[src/rtl/drr_pkg.sv]
// Shared types and width helpers for the deficit-round-robin FIFO scheduler.
package drr_pkg;

   typedef enum logic {
      SCAN  = 1'b0,
      SERVE = 1'b1
   } drr_state_t;

   typedef enum logic [1:0] {
      DEF_HOLD = 2'd0,
      DEF_ADD  = 2'd1,
      DEF_SUB  = 2'd2,
      DEF_CLR  = 2'd3
   } def_op_t;

   // One extra bit lets a full quantum stack on top of an almost-full residual.
   function automatic int calc_dwid(input int qwid, input int swid);
      return ((qwid > swid) ? qwid : swid) + 1;
   endfunction

   function automatic int idx_width(input int n);
      return (n > 1) ? $clog2(n) : 1;
   endfunction

endpackage

[src/rtl/drr_deficit_bank.sv]
// Per-requester deficit counters with a single indexed add/sub/clear port.
module drr_deficit_bank
   import drr_pkg::*;
#(
   parameter int NUM_REQS = 4,
   parameter int DWID     = 9,
   parameter int IDXW     = 2
) (
   input  logic            clk,
   input  logic            rst,
   input  logic [IDXW-1:0] idx,
   input  def_op_t         op,
   input  logic [DWID-1:0] operand,
   output logic [DWID-1:0] cur_deficit
);

   logic [DWID-1:0] deficit_q [NUM_REQS];
   logic [DWID:0]   add_sum;
   logic [DWID-1:0] upd_value;

   assign cur_deficit = deficit_q[idx];

   // Additions saturate; the caller only subtracts what the counter already holds.
   always_comb begin
      add_sum   = {1'b0, cur_deficit} + {1'b0, operand};
      upd_value = cur_deficit;
      case (op)
         DEF_ADD: upd_value = add_sum[DWID] ? '1 : add_sum[DWID-1:0];
         DEF_SUB: upd_value = cur_deficit - operand;
         DEF_CLR: upd_value = '0;
         default: upd_value = cur_deficit;
      endcase
   end

   always_ff @(posedge clk or negedge rst) begin
      if (!rst) begin
         for (int i = 0; i < NUM_REQS; i++) begin
            deficit_q[i] <= '0;
         end
      end else if (op != DEF_HOLD) begin
         deficit_q[idx] <= upd_value;
      end
   end

endmodule

[src/rtl/drr_fifo_sched.sv]
// Deficit-round-robin scheduler choosing which per-requester FIFO pops onto the
// shared output, charging each requester by packet size against its quantum.
module drr_fifo_sched
   import drr_pkg::*;
#(
   parameter int NUM_REQS = 4,
   parameter int QWID     = 8,
   parameter int SWID     = 8
) (
   input  logic                            clk,
   input  logic                            rst,
   input  logic [NUM_REQS-1:0]             reqs,
   input  logic [NUM_REQS*SWID-1:0]        sizes,
   input  logic [NUM_REQS*QWID-1:0]        quantums,
   input  logic                            blk,
   input  logic                            out_ready,
   output logic [NUM_REQS-1:0]             gnt,
   output logic                            gnt_valid,
   output logic [idx_width(NUM_REQS)-1:0]  gnt_idx
);

   localparam int DWID = calc_dwid(QWID, SWID);
   localparam int IDXW = idx_width(NUM_REQS);
   localparam logic [IDXW-1:0] LAST_IDX = IDXW'(NUM_REQS - 1);

   drr_state_t      state, state_next;
   logic [IDXW-1:0] ptr, ptr_next, ptr_adv;
   logic [SWID-1:0] size_arr  [NUM_REQS];
   logic [QWID-1:0] quant_arr [NUM_REQS];
   logic [DWID-1:0] size_eff;
   logic [DWID-1:0] quant_ext;
   logic [DWID-1:0] cur_deficit;
   logic [DWID-1:0] bank_operand;
   def_op_t         bank_op;
   logic            cur_req;
   logic            fits;

   for (genvar g = 0; g < NUM_REQS; g++) begin : g_unpack
      assign size_arr[g]  = sizes[g*SWID +: SWID];
      assign quant_arr[g] = quantums[g*QWID +: QWID];
   end

   // A zero-length head still costs one unit so a requester can never loop for free.
   assign cur_req   = reqs[ptr];
   assign size_eff  = (size_arr[ptr] == '0) ? DWID'(1) : DWID'(size_arr[ptr]);
   assign quant_ext = DWID'(quant_arr[ptr]);
   assign fits      = (size_eff <= cur_deficit);
   assign ptr_adv   = (ptr == LAST_IDX) ? '0 : ptr + IDXW'(1);

   assign gnt_valid = (state == SERVE) && cur_req && fits && !blk;
   assign gnt       = gnt_valid ? (NUM_REQS'(1) << ptr) : '0;
   assign gnt_idx   = ptr;

   drr_deficit_bank #(
      .NUM_REQS (NUM_REQS),
      .DWID     (DWID),
      .IDXW     (IDXW)
   ) u_bank (
      .clk         (clk),
      .rst         (rst),
      .idx         (ptr),
      .op          (bank_op),
      .operand     (bank_operand),
      .cur_deficit (cur_deficit)
   );

   always_ff @(posedge clk or negedge rst) begin
      if (!rst) begin
         state <= SCAN;
         ptr   <= '0;
      end else begin
         state <= state_next;
         ptr   <= ptr_next;
      end
   end

   // SCAN tops up the visited requester; SERVE drains it until the head no longer fits.
   always_comb begin
      state_next   = state;
      ptr_next     = ptr;
      bank_op      = DEF_HOLD;
      bank_operand = '0;
      if (!blk) begin
         case (state)
            SCAN: begin
               if (cur_req) begin
                  bank_op      = DEF_ADD;
                  bank_operand = quant_ext;
                  state_next   = SERVE;
               end else begin
                  bank_op  = DEF_CLR;
                  ptr_next = ptr_adv;
               end
            end
            SERVE: begin
               if (!cur_req) begin
                  bank_op    = DEF_CLR;
                  ptr_next   = ptr_adv;
                  state_next = SCAN;
               end else if (!fits) begin
                  ptr_next   = ptr_adv;
                  state_next = SCAN;
               end else if (out_ready) begin
                  bank_op      = DEF_SUB;
                  bank_operand = size_eff;
               end
            end
            default: state_next = SCAN;
         endcase
      end
   end

endmodule

[config.mk]
export PLATFORM = sky130hd
export DESIGN_NAME = drr_fifo_sched
export DESIGN_NICKNAME = d
export VERILOG_FILES = /design/src/rtl/drr_pkg.sv /design/src/rtl/drr_deficit_bank.sv /design/src/rtl/drr_fifo_sched.sv
export SDC_FILE = /design/constraint.sdc
export NUM_CORES = 1
export LEC_CHECK = 0
export CAP_MARGIN = 10
export CORE_ASPECT_RATIO = 0.8
export CORE_MARGIN = 1
export CORE_UTILIZATION = 35
export CTS_CLUSTER_SIZE = 24
export DETAILED_ROUTE_END_ITERATION = 8
export SYNTH_ARGS = -nofsm -noshare
export SYNTH_HDL_FRONTEND = slang
export SYNTH_SLANG_ARGS = --single-unit
[constraint.sdc]
create_clock -name clk -period 10.1 [get_ports clk]
set_clock_uncertainty 0.05 [all_clocks]
set_input_delay 1.515 -clock clk [delete_from_list [all_inputs] [get_ports clk]]
set_output_delay 1.515 -clock clk [all_outputs]
set_load 0.005 [all_outputs]
==> impl_metrics.env <==
export IMPL_status="complete, no violations"
export IMPL_cts_buffer_depth=2
export IMPL_met1_usage_pct=28.74
export IMPL_via_count=2982
export IMPL_die_h_um=92.30
export IMPL_syn_to_final_growth_pct=29.22
export IMPL_yosys_warnings=0
export IMPL_clk_pin_slew_worst_paths_ns=0.06
export IMPL_antenna_found_initial=0
export IMPL_drive_above_1_share_pct=20.20
export IMPL_criticalPathCategory="input port to flip-flop"
export IMPL_layout_nets=497
export IMPL_powerDensity_nw_per_um2=288.8
export IMPL_die_width_um=114.9
export IMPL_yosysSeqAreaShare_pct=27.36
export IMPL_async_reset_ff_share_pct=100.0
export IMPL_worstPathCellList="clkdlybuf4s50_1 > mux4_2 > nor4_1 > a21oi_1 > ha_1 > nand4_1 > or2_2 > o2111ai_4 > and2_4 > and3_1 > a21oi_1 > fa_1 > nor3_1 > o31ai_1 > a2111oi_0 > o21ai_0 > o22ai_1 > mux2_2"
export IMPL_crit_cells=18
export IMPL_setup_tns_ns=0
export IMPL_crit_family="simple AND/OR/NAND/NOR gates"
export IMPL_diodes=0
export IMPL_met3_usage_pct=3.599
export IMPL_drt_initial_drc_count=163
export IMPL_fp_row_count=32
export IMPL_num_fill_cells=949
export IMPL_clock_sinks=39
export IMPL_dieArea_um2=10600
export IMPL_top_usage_layer="met2"
export IMPL_startpoint_type="input port"
export IMPL_port_buffers=78
export IMPL_relSlewSlack_pct=42.18
export IMPL_hold_ws_ns=0.4385
export IMPL_wl_per_cell_um=18.26
export IMPL_fin_crit_sh_pct=63.55
export IMPL_cp_arrival_ns=6.59
export IMPL_reg2reg_depth=18
export IMPL_cts_root_buf="clkbuf_16"
export IMPL_synth_seq_cells=39
export IMPL_cts_setup_buffers=0
export IMPL_cts_tree="done"
export IMPL_ant_nets=0
export IMPL_holdPathStages=1
export IMPL_rsz0062_at_grt="false"
export IMPL_routed_via_density=5.605
export IMPL_synth_edf_count=0
export IMPL_power_leakage_nw=1.981
export IMPL_drt_wl_total_um=9713
export IMPL_hpwlAfterDp_um=7635
export IMPL_cts_hold_buf=0
export IMPL_initial_core_util_pct=36.51
export IMPL_first_pass_iters=4
export IMPL_cts_buffers=5
export IMPL_cts_resized=0
export IMPL_slowest_stage="mux4_2"
export IMPL_setup_viol=0
export IMPL_grt_pass1_vias=3093
export IMPL_critPathMaxStageDelay_ns=0.52
export IMPL_multi_input_area_um2=2429
export IMPL_critPathMaxFanout=8
export IMPL_htree_levels=2
export IMPL_regArea_um2=977.2
export IMPL_dpl_cell_count=524
export IMPL_worst_pin_slew_ns=0.8672
export IMPL_cp_required_ns=10.27
export IMPL_synth_area_um2=3567
export IMPL_synth_ff_type="dfrtp_1"
export IMPL_grt_max_degree=40
export IMPL_ioPinCount=79
export IMPL_grt_pass1_wl_um=16020
export IMPL_place_congestion=0.9162
export IMPL_route_detailed_drc=0
export IMPL_vdd_drop_max_uv=101.7
export IMPL_fp_coreArea_um2=9769
export IMPL_cp_common_cell="a21oi_1"
export IMPL_syn_num_nets=425
export IMPL_max_cap_violations=0
export IMPL_fin_crit_ns=6.419
export IMPL_synth_cells=323
export IMPL_finalHoldViolCount=0
export IMPL_grt_overflow=0
export IMPL_endpoint_kind="flip-flop"
export IMPL_syn_avg_cell_area_um2=11.04
export IMPL_cp_num_buf_inv=1
export IMPL_final_cell_count_no_fill=532
export IMPL_max_freq_mhz=155.8
export IMPL_ys_types=52
export IMPL_grt_usage_pct=19.60
export IMPL_slew_violations=0
export IMPL_grtUsageMet2_pct=30.12
export IMPL_min_path_type="flip-flop to flip-flop"
export IMPL_clk_latency_ns=0.28
==> metal layers <==
| layer | vias to the layer above | wire (µm) |
|---|---|---|
| met4 | 0 | 60 |
| met1 | 1487 | 4760 |
| li1 | 1390 | - |
| met2 | 95 | 4374 |
| met3 | 10 | 518 |
| met5 | - | 0 |
==> report_power, final <==
group          switching, mW  internal, mW  leakage, nW  total [mW]
combinational          0.504         0.417         1.38       0.921
clock                 0.0620         0.105       0.0761       0.167
sequential            0.0357         0.208        0.524       0.244
==> sequential cells by signal, summed over array words and instances, names as in the netlist <==
signal	flops
gnt_idx	2
state	1
u_bank.deficit_q	36
==> cells in the final DEF (no fill, tap or decap), types with 4 or more instances in the layout <==
cell type,n
inv_1,21
mux2_1,8
mux4_2,25
ha_1,28
dfrtp_1,38
a31oi_1,4
and3_1,6
and2_1,11
nor3_1,11
a21o_1,11
nor2_1,8
nand3_1,5
clkbuf_16,5
a21oi_1,19
o211ai_4,4
mux2_2,30
o21ai_0,12
o211ai_1,6
clkdlybuf4s50_1,77
nand2_1,10
==> kinds of logic (layout without fill, tap and decap cells) <==
family | Yosys count | after routing | synth area share, %
xor+xnor | 1 | 1 | 0.2456
simple gates | 69 | 69 | 10.80
buf+inv | 37 | 110 | 4.560
mux | 67 | 67 | 29.04
compound gates | 80 | 80 | 17.05
fa+ha+maj | 30 | 30 | 10.94
flops | 39 | 39 | 27.36
==> Yosys cell counts (4+ instances only) <==
cell type / count / area [µm²]
ha_1: 28 / 350.3
nor3_1: 11 / 55.05
mux2_1: 8 / 90.09
mux2_2: 30 / 337.8
nand2_1: 10 / 37.54
a21oi_1: 19 / 95.09
o211ai_4: 4 / 85.08
and3_1: 6 / 37.54
a31oi_1: 4 / 25.02
nand3_1: 5 / 25.02
dfrtp_1: 39 / 975.9
inv_1: 21 / 78.83
buf_2: 7 / 35.03
nor2_1: 8 / 30.03
o211ai_1: 6 / 45.04
and2_1: 11 / 68.82
a21o_1: 11 / 82.58
clkbuf_1: 6 / 22.52
mux4_2: 25 / 563.0
o21ai_0: 12 / 60.06
==> metrics by stage <==
stage               util, %  area (µm²)  worst slack (ns)  power [mW]
global route          47.18        4609             3.243       1.439
global placement      45.54        4449             3.646       1.145
floorplan                 -        3567             4.477      0.9359
CTS                   47.18        4609             3.827       1.335
detailed placement    45.54        4449             3.546       1.160
finish                47.18        4609             3.681       1.331
==> path summary, 6_finish.rpt <==
path / from / slack, ns / endpoint
hold reg to reg: u_bank.deficit_q[11] / 0.44 / u_bank.deficit_q[11]
setup reg to reg: gnt_idx[0] / 4.17 / u_bank.deficit_q[26]
min in group asynchronous: rst / 1.30 / u_bank.deficit_q[26]
hold / removal: u_bank.deficit_q[11] / 0.44 / u_bank.deficit_q[11]
setup / recovery: sizes[29] / 3.68 / u_bank.deficit_q[26]
max in group asynchronous: rst / 8.10 / gnt_idx[0]
==> cell type report <==
class,count,share of cell area (%)
well taps,136,3.692
repair buffers,80,17.16
clock buffers,7,3.312
multi-input cells,247,52.69
clock inverters,1,0.1629
inverters,22,1.792
flip-flops and latches,39,21.20
No activity file was read; power rests on OpenSTA's default activity.
==> RTL change 1: new RTL, same flow settings <==
Change the parameter `QWID` from 8 to 7.
--- a/src/rtl/drr_fifo_sched.sv
+++ b/src/rtl/drr_fifo_sched.sv
@@ -4,7 +4,7 @@
    import drr_pkg::*;
 #(
    parameter int NUM_REQS = 4,
-   parameter int QWID     = 8,
+   parameter int QWID     = 7,
    parameter int SWID     = 8
 ) (
    input  logic                            clk,
Interface: changed (resized quantums); port bits go from 79 to 75. No check against the original RTL was run, so the function may have changed too.
==> RTL change 1 against the unedited design <==
Critical path depth did not move; routed wire length is 2.7% higher; critical endpoint is now u_bank.deficit_q[33]; worst hold slack got worse by 4.1 ps; setup slack got worse by 360 ps; sequential power is 21% higher; area after synthesis is 2.6% higher; global-route usage up 1.2 points; via count unchanged; sequential cell count unchanged; power up 13%; cell area rose by 0.30%; count of clock-buffer cells in the layout fell by 2.
==> RTL change 1: results (changes against the unedited design) <==
Global routing
  – Global router's overall resource usage: 20.76% (+1.2 points)
  – Number of global-route vias before repair: 3173 (+2.6%)
  – Wire length of the first global-routing pass: 16.97 mm (+5.9%)
  – Number of antenna violations at the first check in global routing: 0 (unchanged)

Logic synthesis
  – Xor and xnor fraction of the mapped netlist area: 0% (-0.25 points)
  – Post-synthesis sequential area ratio: 26.67% (-0.69 points)
  – Synth Area in Compound Gates: 19.15% (+2.1 points)
  – Area share of fa/ha/maj cells after synthesis: 10.67% (-0.28 points)
  – Post-synthesis mux area share: 26.05% (-3.0 points)
  – Net count after synthesis: 439 (+3.3%)
  – Top cells by instance count after synthesis: dfrtp_1 (39), ha_1 (28), a21oi_1 (27), inv_1 (27), mux2_4 (20)
  – Dominant synthesized flop cell: dfrtp_1
  – Post-synth ARST share: 100.0% (unchanged)
  – Synth area leaders: dfrtp_1 (27%), mux4_2 (12%), ha_1 (9.6%)
  – Cell variety after synth: 62 (+19%)

Setup path
  – CP max FO: 14 (+6)
  – Worst path slowest cell: mux4_1
  – Delay contributed by the slowest stage of the critical path: 590 ps (+70 ps)
  – Worst EP arrival: 6900 ps (+310 ps)

Place
  – Instance area at placement: 0.004454 mm^2 (+0.11%)
  – Placer's final routability congestion estimate: 0.8873 (-3.2%)
  – Detailed placer's ending HPWL: 8.080 mm (+5.8%)
  – Number of port buffers: 74 (-5.1%)

Timing
  – Slew at the pin with the worst max-slew slack: 906.9 ps (+39.65 ps)

Cells and area
  – Ratio of cells with drive above 1 in the final layout: 17.49% (-2.7 points)
  – Final-stage net count: 503 (+1.2%)
  – Flip-flop count of the largest register after layout: 36 (unchanged)
  – Register ranked first by flip-flop count: u_bank.deficit_q

Route
  – Met2 routed WL: 4.294 mm (-1.8%)
  – Per-cell routed wire length: 18.40 um (+0.78%)
  – Routed length on met3: 559 um (+7.9%)
  – Detailed router's first-iteration violation count: 200 (+23%)
  – Detail-routed via count per cell: 5.502 (-1.8%)
  – Wire length the detailed router placed on met1: 5.071 mm (+6.5%)

Min path
  – Path category of the worst min-delay check: flop to flop

Pwr
  – Maximum ir drop on the vdd rail: 208.7 uV (+110%)
  – Leakage dissipation: 2.053 nW (+3.6%)

Outcome
  – Outcome: completed
RTL change 1: area by class of cell:
type	count	area [um^2]
fillers	945	5266
multi-input cells	257	2462
inverters	27	101.3
clock inverters	3	43.79
clock buffers	5	125.1
repair buffers	75	743.2
flip-flops and latches	39	977.2
well taps	136	170.2
RTL change 1: cells by family after synthesis:
kind of cell / after synthesis
compound gates: 98
simple gates: 78
mux: 51
buf+inv: 45
flops: 39
fa+ha+maj: 30
RTL change 1: per-layer routing:
metal | vias to the layer above | track usage, %
met1 | 1461 | 31.33
met2 | 82 | 31.41
met5 | - | 0
met3 | 6 | 3.500
li1 | 1433 | -
met4 | 0 | 2.778
RTL change 1: worst max-delay path: cells and delay by family:
kind | cells | cell delay, ps
AND/OR/NAND/NOR | 7 | 1780
buffers and inverters | 1 | 400
multiplexers | 2 | 910
adder cells (fa/ha/maj) | 2 | 670
AO/OA/AOI/OAI | 6 | 1600
RTL change 1: through the flow:
step	setup slack (ps)	hold slack [ps]	cells	util (%)
2_1_floorplan	4417	394.6	341	-
3_3_place_gp	3204	409.0	534	45.04
3_5_place_dp	3101	427.1	534	45.04
4_1_cts	3384	439.6	542	46.75
5_1_grt	2979	459.3	542	46.75
6_report	3319	434.3	542	46.75
RTL change 1: final timing paths:
kind / slack (ps) / end / depth (start not counted) / startpoint
worst max-delay path: 3320 / u_bank.deficit_q[33] / 18 / sizes[12]
worst min-delay path: 430 / u_bank.deficit_q[5] / 2 / u_bank.deficit_q[5]
worst max register to register: 3830 / u_bank.deficit_q[33] / 17 / gnt_idx[0]
worst min register to register: 430 / u_bank.deficit_q[5] / 2 / u_bank.deficit_q[5]
max in group asynchronous: 8090 / gnt_idx[0] / 1 / rst
min in group asynchronous: 1290 / u_bank.deficit_q[22] / 1 / rst
RTL change 1: power breakdown:
part	total, mW	internal [mW]	switching (mW)
Clock	0.177	0.116	0.0611
Combinational	1.03	0.484	0.547
Sequential	0.296	0.221	0.0749
Total	1.51	0.822	0.683
==> RTL change 2: new RTL, same settings <==
Without the edit above. Reset style: synchronous (`rst`), changed in 2 clocked blocks.
--- a/src/rtl/drr_deficit_bank.sv
+++ b/src/rtl/drr_deficit_bank.sv
@@ -32,7 +32,7 @@
       endcase
    end
 
-   always_ff @(posedge clk or negedge rst) begin
+   always_ff @(posedge clk) begin
       if (!rst) begin
          for (int i = 0; i < NUM_REQS; i++) begin
             deficit_q[i] <= '0;
--- a/src/rtl/drr_fifo_sched.sv
+++ b/src/rtl/drr_fifo_sched.sv
@@ -64,7 +64,7 @@
       .cur_deficit (cur_deficit)
    );
 
-   always_ff @(posedge clk or negedge rst) begin
+   always_ff @(posedge clk) begin
       if (!rst) begin
          state <= SCAN;
          ptr   <= '0;
Behaviour: differs if rst is asserted again (counterexample within 4 cycles, from zero or initial values and one cycle with rst low); with rst held inactive, the same outputs for 4 cycles.
==> RTL change 2 against the unedited design <==
Routed wire length up 1.1%; worst hold slack better by 250 ps; sequential cell count up 2; cell area up 0.33%; via count down 1.4%; setup slack worse by 76 ps; area after synthesis up 0.98%; non-clock buffer count up 1; global-route usage down 0.73 points; sequential share of layout area up 4.3 points; critical endpoint is now u_bank.deficit_q[1][0]; highest routed layer unchanged.
Power is not compared: it rests on default switching activity, and its combinational part moved more than twofold at a synthesized area within 25%.
==> RTL change 2: results (changes against the unedited design) <==
Outcome
  – Outcome: completed

Cells and area
  – Register ranked first by flip-flop count: u_bank.deficit_q
  – Ratio of cells with drive above 1 in the final layout: 12.38% (-7.8 points)
  – Inserted Diodes: 0 (unchanged)
  – Final-stage net count: 505 (+1.6%)
  – Flip-flop count of the largest register after layout: 36 (unchanged)

Clock network
  – Maximum clock path buffer count: 2 (unchanged)
  – Clock root cell: clkbuf_16
  – Postcts setup bufs: 0 (unchanged)
  – Worst-path clk slew: 50 ps
  – Clock latency of the later-clocked register in the worst-skew pair: 280 ps (about the same)
  – Number of buffers added by the clock tree synthesis step: 5 (unchanged)
  – Number of H-tree levels: 2 (unchanged)
  – Number of cells upsized or downsized after cts: 0 (unchanged)

Global routing
  – Global router's overall resource usage: 18.87% (-0.73 points)
  – Wire length of the first global-routing pass: 15.27 mm (-4.7%)
  – Met2 track utilization from global routing: 30.29% (+0.17 points)
  – Largest net degree at the start of global routing: 28 (-30%)
  – Met3 Usage GRT: 2.160% (-1.4 points)
  – GRT met1 Usage: 26.99% (-1.7 points)

Pwr
  – PnR Total Power: 0.6475 mW
  – Leakage dissipation: 1.692 nW
  – Flop pwr share: 31.7%
  – Maximum ir drop on the vdd rail: 109.6 uV

Logic synthesis
  – Cell variety after synth: 67 (+29%)
  – Net count after synthesis: 432 (+1.6%)
  – Post-synthesis mux area share: 18.17% (-11 points)
  – Number of enable flip-flop cells after synthesis: 36 (+36)
  – Area share of fa/ha/maj cells after synthesis: 10.84% (-0.11 points)
  – Synth Area in Compound Gates: 16.81% (-0.24 points)
  – Synth area leaders: edfxtp_1 (30%), mux4_2 (11%), ha_1 (9.7%)
  – Xor and xnor fraction of the mapped netlist area: 1.216% (+0.97 points)
  – Top cells by instance count after synthesis: edfxtp_1 (36), nor2_1 (34), ha_1 (28)
  – Post-synthesis sequential area ratio: 32.79% (+5.4 points)
  – Post-synth ARST share: 0% (-100 points)

Min path
  – Startpoint of the most critical hold path: gnt_idx[1]
  – Hold Crit Depth: 3 (+2)

Place
  – Detailed placer's ending HPWL: 7.816 mm (+2.4%)
  – Minimum setup slack after placement: 3316 ps (-229.9 ps)
  – Placer's final routability congestion estimate: 0.8843 (-3.5%)

Route
  – Number of remaining DRC errors: 0 (unchanged)
  – Met2 routed WL: 4.392 mm (+0.41%)
  – Via count: 2941 (-1.4%)
  – Iteration count of the initial detailed-routing pass: 4 (unchanged)
  – Routed length on met3: 721 um (+39%)
  – Wire length the detailed router placed on met1: 4.607 mm (-3.2%)
  – Detailed router's first-iteration violation count: 152 (-6.7%)
  – Per-cell routed wire length: 18.18 um (-0.42%)

Setup path
  – Number of cells on the worst reg-to-reg path: 16 (-2)
  – Reg2reg setup slack: 4420 ps (+250 ps)
  – Capturing element type of the critical path: flop
  – CP max FO: 7 (-1)
  – Crit Reg-Reg Endpoint: u_bank.deficit_q[1][0]
  – Worst EP arrival: 6550 ps (-40 ps)

Timing
  – Slew at the pin with the worst max-slew slack: 984.7 ps (+117.4 ps)
  – Worst-case hold slack: 692.8 ps (+254.3 ps)
[RTL change 2: logic make-up (layout without fill, tap and decap cells)]
kind of cell | count (synthesis) | after routing
DFF | 41 | 41
AOI/OAI and AO/OA | 78 | 78
muxes | 31 | 31
buffers and inverters | 42 | 116
adders and majority gates | 30 | 30
and+or+nand+nor | 103 | 103
xor gates and xnor gates | 5 | 5
[RTL change 2: how the worst max path moves through the flow]
stage	cells after the start	startpoint	slack (ps)	to
floorplan	17	sizes[29]	4420	u_bank.deficit_q[1][0]
global placement	18	sizes[21]	3420	u_bank.deficit_q[1][2]
CTS	18	sizes[21]	3590	u_bank.deficit_q[1][0]
finish	18	sizes[21]	3600	u_bank.deficit_q[1][0]
global route	18	sizes[29]	3210	u_bank.deficit_q[1][0]
detailed placement	18	sizes[21]	3320	u_bank.deficit_q[1][0]
[RTL change 2: per-stage QoR]
stage | cells | utilization [%] | cell area [um^2]
finish | 540 | 47.14 | 4624
global route | 540 | 47.14 | 4624
CTS | 540 | 47.14 | 4624
detailed placement | 532 | 45.75 | 4488
global placement | 532 | 45.75 | 4488
floorplan | 330 | - | 3602
[RTL change 2: worst max-delay path: stages]
cell and delay (ps):
clkdlybuf4s50_1 410, mux4_2 520, nor4_1 290, a21oi_1 130, ha_1 300, nand4_1 100
o21ba_4 220, o211ai_2 150, and2_1 290, nand3_1 120, a21o_1 260, ha_1 290
nand2b_1 160, a2111oi_1 610, o211ai_1 240, a211oi_4 510, o221ai_2 230, nor3_1 200
[RTL change 2: final cells by class]
cell class | count | area [um^2]
flip-flops and latches | 41 | 1181
multi-input cells | 247 | 2232
fillers | 943 | 5185
well taps | 136 | 170.2
inverters | 27 | 101.3
repair buffers | 81 | 803.3
clock buffers | 8 | 136.4
